===== src/rtl/definitions.sv =====
`default_nettype none
// ============================================================================
// Module      : definitions (package)
// Description : Shared definitions for the accumulator datapath.
//               - op_mne      : 4-bit opcode mnemonics
//               - pc_state_t  : program-counter controller states
//               - BR_TARGETS  : 16-entry jump target table, entry i = 16*i
// Revision    : 1.0  initial release
// ============================================================================
package definitions;

    typedef enum logic [3:0] {
        kADD = 4'd0,
        kSUB = 4'd1,
        kAND = 4'd2,
        kOR  = 4'd3,
        kXOR = 4'd4,
        kNOT = 4'd5,
        kSHL = 4'd6,
        kSHR = 4'd7,
        kLDI = 4'd8,
        kLD  = 4'd9,
        kST  = 4'd10,
        kNOP = 4'd11,
        kCLR = 4'd12,
        kJMP = 4'd13,
        kBRZ = 4'd14,
        kBRN = 4'd15
    } op_mne;

    typedef enum logic [1:0] {
        IDLE = 2'd0,
        RUN  = 2'd1,
        DONE = 2'd2
    } pc_state_t;

    // Jump targets. Every entry fits in 8 bits; the lookup zero-extends
    // to whatever PC width the controller is built with.
    localparam logic [7:0] BR_TARGETS [16] = '{
        8'd0,   8'd16,  8'd32,  8'd48,  8'd64,  8'd80,  8'd96,  8'd112,
        8'd128, 8'd144, 8'd160, 8'd176, 8'd192, 8'd208, 8'd224, 8'd240
    };

endpackage
`default_nettype wire


===== src/rtl/br_lut.sv =====
`default_nettype none
// ============================================================================
// Module      : br_lut
// Description : Combinational jump-target lookup. Maps a 4-bit index to a
//               PC_W-bit instruction address taken from BR_TARGETS.
// Ports       : idx    in  4     table index (operand[3:0] of a JMP)
//               target out PC_W  zero-extended jump target
// Revision    : 1.0  initial release
// ============================================================================
module br_lut
    import definitions::*;
#(
    parameter int PC_W = 10
) (
    input  logic [3:0]      idx,
    output logic [PC_W-1:0] target
);

    assign target = PC_W'(BR_TARGETS[idx]);

endmodule
`default_nettype wire


===== src/rtl/pc_ctrl.sv =====
`default_nettype none
// ============================================================================
// Module      : pc_ctrl
// Description : Program counter and branch control. Registers ALU flags,
//               resolves JMP/BRZ/BRN against the registered flags and
//               sequences one program per Start request (IDLE/RUN/DONE).
// Ports       : CLK, Reset          clock, synchronous active-high reset
//               Start               begin a run (IDLE/DONE only)
//               stall               hold current instruction (RUN only)
//               op, operand         instruction at pc and its branch field
//               flag_we, co, z, neg ALU flag capture enable and flag inputs
//               pc                  current instruction address
//               co_q, z_q, neg_q    registered flags
//               br_taken            high the cycle after a taken branch
//               Done                high while in DONE
// Revision    : 1.0  initial release
// ============================================================================
module pc_ctrl
    import definitions::*;
#(
    parameter int PC_W     = 10,
    parameter int PROG_END = 255
) (
    input  logic            CLK,
    input  logic            Reset,
    input  logic            Start,
    input  logic            stall,
    input  logic [3:0]      op,
    input  logic [7:0]      operand,
    input  logic            flag_we,
    input  logic            co,
    input  logic            z,
    input  logic            neg,
    output logic [PC_W-1:0] pc,
    output logic            co_q,
    output logic            z_q,
    output logic            neg_q,
    output logic            br_taken,
    output logic            Done
);

    localparam logic [1:0] c_IDLE = IDLE;
    localparam logic [1:0] c_RUN  = RUN;
    localparam logic [1:0] c_DONE = DONE;

    logic [1:0]      r_state;
    logic [PC_W-1:0] r_pc;
    logic            r_co;
    logic            r_z;
    logic            r_neg;
    logic            r_br_taken;

    logic [PC_W-1:0] w_lut_target;
    logic [PC_W-1:0] w_offset;
    logic [PC_W-1:0] w_seq_pc;
    logic [PC_W-1:0] w_rel_pc;
    logic [PC_W-1:0] w_next_pc;
    logic            w_take;
    logic            w_at_end;

    br_lut #(
        .PC_W   (PC_W)
    ) u_br_lut (
        .idx    (operand[3:0]),
        .target (w_lut_target)
    );

    // Sign-extend the 8-bit offset; the add then wraps modulo 2^PC_W.
    assign w_offset = PC_W'($signed(operand));
    assign w_seq_pc = r_pc + PC_W'(1);
    assign w_rel_pc = r_pc + w_offset;
    assign w_at_end = (r_pc == PC_W'(PROG_END));

    // Branch conditions use the registered flags, never the live ALU flags.
    always_comb begin
        w_next_pc = w_seq_pc;
        w_take    = 1'b0;
        case (op)
            kJMP: begin
                w_next_pc = w_lut_target;
                w_take    = 1'b1;
            end
            kBRZ: begin
                if (r_z) begin
                    w_next_pc = w_rel_pc;
                    w_take    = 1'b1;
                end
            end
            kBRN: begin
                if (r_neg) begin
                    w_next_pc = w_rel_pc;
                    w_take    = 1'b1;
                end
            end
            default: begin
                w_next_pc = w_seq_pc;
                w_take    = 1'b0;
            end
        endcase
    end

    always_ff @(posedge CLK) begin
        if (Reset) begin
            r_state    <= c_IDLE;
            r_pc       <= '0;
            r_co       <= 1'b0;
            r_z        <= 1'b0;
            r_neg      <= 1'b0;
            r_br_taken <= 1'b0;
        end else begin
            r_br_taken <= 1'b0;
            case (r_state)
                c_RUN: begin
                    if (!stall) begin
                        if (flag_we) begin
                            r_co  <= co;
                            r_z   <= z;
                            r_neg <= neg;
                        end
                        // The last instruction ends the run; any branch
                        // encoded there is discarded and pc stays put.
                        if (w_at_end) begin
                            r_state <= c_DONE;
                        end else begin
                            r_pc       <= w_next_pc;
                            r_br_taken <= w_take;
                        end
                    end
                end
                c_IDLE, c_DONE: begin
                    if (Start) begin
                        r_state <= c_RUN;
                        r_pc    <= '0;
                        r_co    <= 1'b0;
                        r_z     <= 1'b0;
                        r_neg   <= 1'b0;
                    end
                end
                default: begin
                    r_state <= c_IDLE;
                end
            endcase
        end
    end

    assign pc       = r_pc;
    assign co_q     = r_co;
    assign z_q      = r_z;
    assign neg_q    = r_neg;
    assign br_taken = r_br_taken;
    assign Done     = (r_state == c_DONE);

endmodule
`default_nettype wire


===== config.mk =====
export PLATFORM = sky130hd
export DESIGN_NAME = pc_ctrl
export DESIGN_NICKNAME = d
export VERILOG_FILES = /design/src/rtl/definitions.sv /design/src/rtl/br_lut.sv /design/src/rtl/pc_ctrl.sv
export SDC_FILE = /design/constraint.sdc
export NUM_CORES = 1
export LEC_CHECK = 0
export ABC_AREA = 0
export CAP_MARGIN = 20
export CORE_UTILIZATION = 53
export CTS_CLUSTER_SIZE = 30
export DETAILED_ROUTE_END_ITERATION = 8
export PLACE_DENSITY = 0.85
export SLEW_MARGIN = 20
export SYNTH_ARGS = -nofsm -noshare
export SYNTH_HDL_FRONTEND = slang
export SYNTH_SLANG_ARGS = --single-unit

===== constraint.sdc =====
create_clock -name CLK -period 5.8 [get_ports CLK]
set_input_delay 0.87 -clock CLK [delete_from_list [all_inputs] [get_ports CLK]]
set_output_delay 0.87 -clock CLK [all_outputs]
set_load 0.005 [all_outputs]

=== Word-level counts from Yosys, hierarchy flattened ===
Memories as Yosys holds them, arrays and structs flattened.
Cells that the tools add are included.

* Bits in read-only memories: 128
* Logic and storage cells: 56
* Output and inout port bits: 15
* Bits of input ports: 20
* Register bits after elaboration: 16
* Memories kept: 1

* Add/subtract/negate cells: 2
* Reductions and logical operators: 7
* Bitwise gates (word level): 2
* Muxes and demuxes: 26
* Equality and inequality tests: 11
* Order comparisons: 1

{| class="wikitable"
|+ Memories
! name !! words !! bits a word !! read ports !! clocked after memory_dff !! write ports !! RTL line !! source
|-
| (no name shown) || 16 || 8 || 1 || 0 || 0 || br_lut.sv:19 || <nowiki>assign target = PC_W'(BR_TARGETS[idx]);</nowiki>
|}

{| class="wikitable"
|+ Operator list
! kind !! number
|-
| 10-bit two-way mux || 5
|-
| 10-bit one-hot mux with 3 select lines || 1
|-
| 10-bit one-hot mux with 2 select lines || 1
|-
| 8-bit two-way mux || 2
|-
| 4-bit == test, second input constant || 3
|-
| 10-bit by 1-bit adder with 10-bit output, second input constant || 1
|-
| 10-bit adder || 1
|-
| 10-bit by 8-bit == test with 1-bit output, second input constant || 1
|-
| 2-bit != test, second input constant || 5
|-
| 1-bit two-way mux || 9
|-
| 4-bit AND reduction || 2
|-
| 2-bit two-way mux || 3
|-
| 1-bit one-hot mux with 2 select lines || 3
|-
| 5-bit greater-or-equal comparator, second input constant || 1
|-
| 4-bit NOT with 5-bit output || 1
|-
| 2-bit one-hot mux with 2 select lines || 1
|-
| 4-bit OR reduction || 1
|-
| 1-bit one-hot mux with 3 select lines || 1
|-
| 3-bit AND reduction || 1
|-
| 2-bit by 1-bit == test with 1-bit output, second input constant || 1
|-
| 2-bit == test, second input constant || 1
|-
| 2-bit logical NOT || 1
|-
| 2-bit nonzero test || 1
|-
| 2-bit OR reduction || 1
|-
| 1-bit NOT || 1
|}

=== Longest topological paths before layout ===
* Depth after elaboration: 8
* Depth in mapped cells: 8
* Gate-level depth less buffers: 8

=== Modules after synthesis ===
A second synthesis with hierarchy kept.

* Cells, all modules: 184
* Area total of the unflattened synthesis: 1,458.9 µm²

{| class="wikitable"
|+ Modules (own cells, without submodules)
! module !! times used !! cells each !! area each (µm²) !! seq. area each (µm²)
|-
| pc_ctrl || 1 || 173 || 1,380.1 || 320.3
|-
| br_lut || 1 || 11 || 78.8 || 0.0
|}

=== Worst setup path after synthesis ===
No wires, ideal clock.

* Path type: in2reg
* From: input port operand[0]
* To: register r_pc[8], in the netlist pc[8]
* Data required time: 5,709 ps
* Stages: 8
* Path buffers: 0
* Setup slack: 3,324 ps
* Library setup time: 91 ps
* Arrival time: 2,385 ps
* Path through: ha_1 inv_1 fa_1 nor2b_1 o31a_1 o211a_1 or3_1 a311oi_1

* Word-level cells in the longest chain between the ends: 6

{| class="wikitable"
|+ Ends and longest elaborated chain
! what !! RTL line !! source
|-
| from (decl) || pc_ctrl.sv:29 || <nowiki>input logic [7:0] operand,</nowiki>
|-
| 10-bit adder * || pc_ctrl.sv:71 || <nowiki>assign w_rel_pc = r_pc + w_offset;</nowiki>
|-
| 10-bit two-way mux (on tied branches) || pc_ctrl.sv:90, pc_ctrl.sv:84 ||
|-
| 10-bit one-hot mux with 3 select lines * || pc_ctrl.sv:78 || <nowiki>case (op)</nowiki>
|-
| 10-bit two-way mux * || pc_ctrl.sv:122 || <nowiki>if (w_at_end) begin</nowiki>
|-
| 10-bit two-way mux * || pc_ctrl.sv:114 || <nowiki>if (!stall) begin</nowiki>
|-
| 10-bit one-hot mux with 2 select lines * || pc_ctrl.sv:112 || <nowiki>case (r_state)</nowiki>
|-
| to (signal assigned) || pc_ctrl.sv:125 || <nowiki>r_pc <= w_next_pc;</nowiki>
|-
| to (decl) || pc_ctrl.sv:47 || <nowiki>logic [PC_W-1:0] r_pc;</nowiki>
|}

Every way passes the cells marked *; elsewhere a longest branch is shown, timed or not. The select of a mux whose other input is x is not followed.
A chain may end at the register's enable or synchronous reset.

=== Worst setup path in the final report ===
* From: input port op[1]
* To: register r_pc[6], in the netlist pc[6]

* Word-level cells in the longest chain between the ends: 5

{| class="wikitable"
|+ Ends and longest elaborated chain
! what !! RTL line !! source
|-
| from (decl) || pc_ctrl.sv:28 || <nowiki>input logic [3:0] op,</nowiki>
|-
| 4-bit == test || pc_ctrl.sv:78 ||
|-
| 10-bit one-hot mux with 3 select lines * || pc_ctrl.sv:78 ||
|-
| 10-bit two-way mux * || pc_ctrl.sv:122 ||
|-
| 10-bit two-way mux * || pc_ctrl.sv:114 ||
|-
| 10-bit one-hot mux with 2 select lines * || pc_ctrl.sv:112 ||
|}

Marks and branches as above.

==> run metrics <==
Starting Density=57.18%; die height=~54 um; leading area contributor after synthesis=dfxtp_1; clock latency on the worst-skew pair=0.30 ns; Pwr Density=129.4 nW/um2; H-tree lvl count=1; ANT nets after route=0; initial antenna violation count=0; post_cts resized=0; fin worst setup slack=3.002 ns; final setup skew=between 0.003 and 0.004 ns; outcome=complete, no violations; total power draw=between 0.0002 and 0.00025 W; Nets=244; die width=between 50 and 60 um; Clock transition at path regs=around 0.09 ns; core area=2545 um2; vias post-DR=1535; Clock Sinks=16; final setup TNS=0 ns; Cells after Synth=182; Slew Viols, Final=0; first-pass GRT wire length=6.458 mm; RePlAce Congestion=0.8125; die area=between 2000 and 3000 um2; Avg WL per Cell=16.80 um; WP data required=~6.0 ns; syn_area_per_cell=~8 um2; fin crit share=48.24%; ys flop type=dfxtp_1; unrepaired setup endpoints after global routing=no; Area Growth Syn to Fin=23.99%; Period minus WS final=roughly 2.8 ns; largest net degree at the start of global routing=18; ratio of routed vias to standard cells=6.369; CTS buffer count=3; Setup CP Type=input port to register; worst-path fanout max=7; CTS tree=yes; hold_buf cts=0; syn_nets=roughly 210; HP Class=register to register; gr usage total=30.59%; Startpoint Class=input port; endpoints failing setup=0; Post-synth EDFFs=0; initial DRC count=48; crit path capture type=register; I/O Buffers=34; top post-synthesis cells by count=20 x a21oi_1, 17 x nand3_1, 16 x dfxtp_1; post-CTS setup buffers=0; fmax=357.4 MHz; synthesized flop and latch total=16; Ports=35; Detail Placement HPWL=3.049 mm; maximum VDD drop=180.0 uV; Rows=18; share of cells above drive strength 1=5.687%; Root Driver=clkbuf_4; synth warn=0; FFs w/ async S/R, synth=0%; sequential-to-total area share from yosys stat=approximately 22%; clock tree buffer depth=2; DRC=0; GR Overflow Total=0; drt pass-1 iters=4; WHS=approximately 0.47 ns; ANT cells=0; max-cap check violation count=0; synth top area cells=dfxtp_1 22%, ha_1 8.6%, a21oi_1 6.9%; vias in the first global route=around 1400; Placement Setup Slack=approximately 2.7 ns; static leakage=0.6695 nW; Max-slew headroom=57.40%; CP arrival=2.96 ns; most common cell in the netlist=a21oi_1; worst-margin pin slew=~0.63 ns; final count of hold timing violations=0; WL final=4.050 mm; top-area cell type share of the netlist area=22.01%; Netlist cell types=53; Netlist Area Pre-Place=1455 um2
logic make-up (layout without fill, tap and decap cells):
| family | Yosys count | count (layout) | share of synthesized area, % |
|---|---|---|---|
| simple gates | 74 | 74 | 30.44 |
| mux | 2 | 2 | 1.805 |
| xor+xnor | 9 | 9 | 5.417 |
| compound gates | 57 | 57 | 25.54 |
| flops | 16 | 16 | 22.01 |
| fa+ha+maj | 11 | 11 | 9.974 |
| buf+inv | 13 | 42 | 4.815 |
path summary, 6_finish.rpt:
path | startpoint | end | slack, ns | depth (start not counted)
hold / removal | co_q | co_q | 0.47 | 2
setup reg to reg | pc[2] | pc[8] | 3.54 | 6
hold reg to reg | co_q | co_q | 0.47 | 2
setup / recovery | op[1] | pc[6] | 3.00 | 6
layer usage:
layer,track usage [%],vias to the layer above,share of wire (%)
met1,39.50,716,43
met3,6.667,8,6.4
li1,-,753,-
met5,0,-,0
met4,8.120,0,1.5
met2,50.81,58,49
sequential cells by signal, summed over array words and instances, names as in the netlist:
register and flops:
pc 10, r_state 2, br_taken 1, co_q 1, neg_q 1, z_q 1
report_power, final:
group / switching, W / internal (W) / total [W]
Sequential: 0.00000400 / 0.000112 / 0.000116
Combinational: 0.0000281 / 0.0000273 / 0.0000554
Clock: 0.0000377 / 0.0000243 / 0.0000619
worst max-delay path, stage by stage:
cell             delay, ns
clkdlybuf4s50_1       0.53
nor2b_1               0.18
o21ai_0               0.51
nand2_1               0.36
a221oi_1              0.37
a311oi_1              0.14
area by class of cell:
| class | count | area, um2 |
|---|---|---|
| clock buffer | 3 | 22.52 |
| fill | 227 | 740.7 |
| inverter | 5 | 18.77 |
| multi-input combinational | 153 | 1065 |
| sequential | 16 | 320.3 |
| tap | 30 | 37.54 |
| timing repair buffer | 34 | 340.3 |
per-stage QoR:
stage	instances	instance area (um2)	util, %
after floorplan	182	1455	-
after global placement	238	1782	70.01
after detailed placement	238	1782	70.01
after CTS	241	1804	70.89
after global routing	241	1804	70.89
final	241	1804	70.89
placed cells by master (no fill, tap or decap), types with 3 or more instances in the layout:
master / netlist / final
clkdlybuf4s50_1: 0 / 34
a21oi_1: 20 / 20
nand3_1: 17 / 17
dfxtp_1: 16 / 16
o21ai_0: 11 / 11
ha_1: 10 / 10
nand2_1: 9 / 9
nor2_1: 6 / 6
nand4_1: 6 / 6
inv_1: 5 / 5
xor2_1: 5 / 5
nor2b_1: 4 / 4
and2_1: 4 / 4
xnor2_1: 4 / 4
nand2b_1: 3 / 3
and3_1: 3 / 3
or3_1: 3 / 3
nor3_1: 3 / 3
a211oi_1: 3 / 3
o31ai_1: 3 / 3
clkbuf_4: 0 / 3
(Power assumes the default switching activity.)
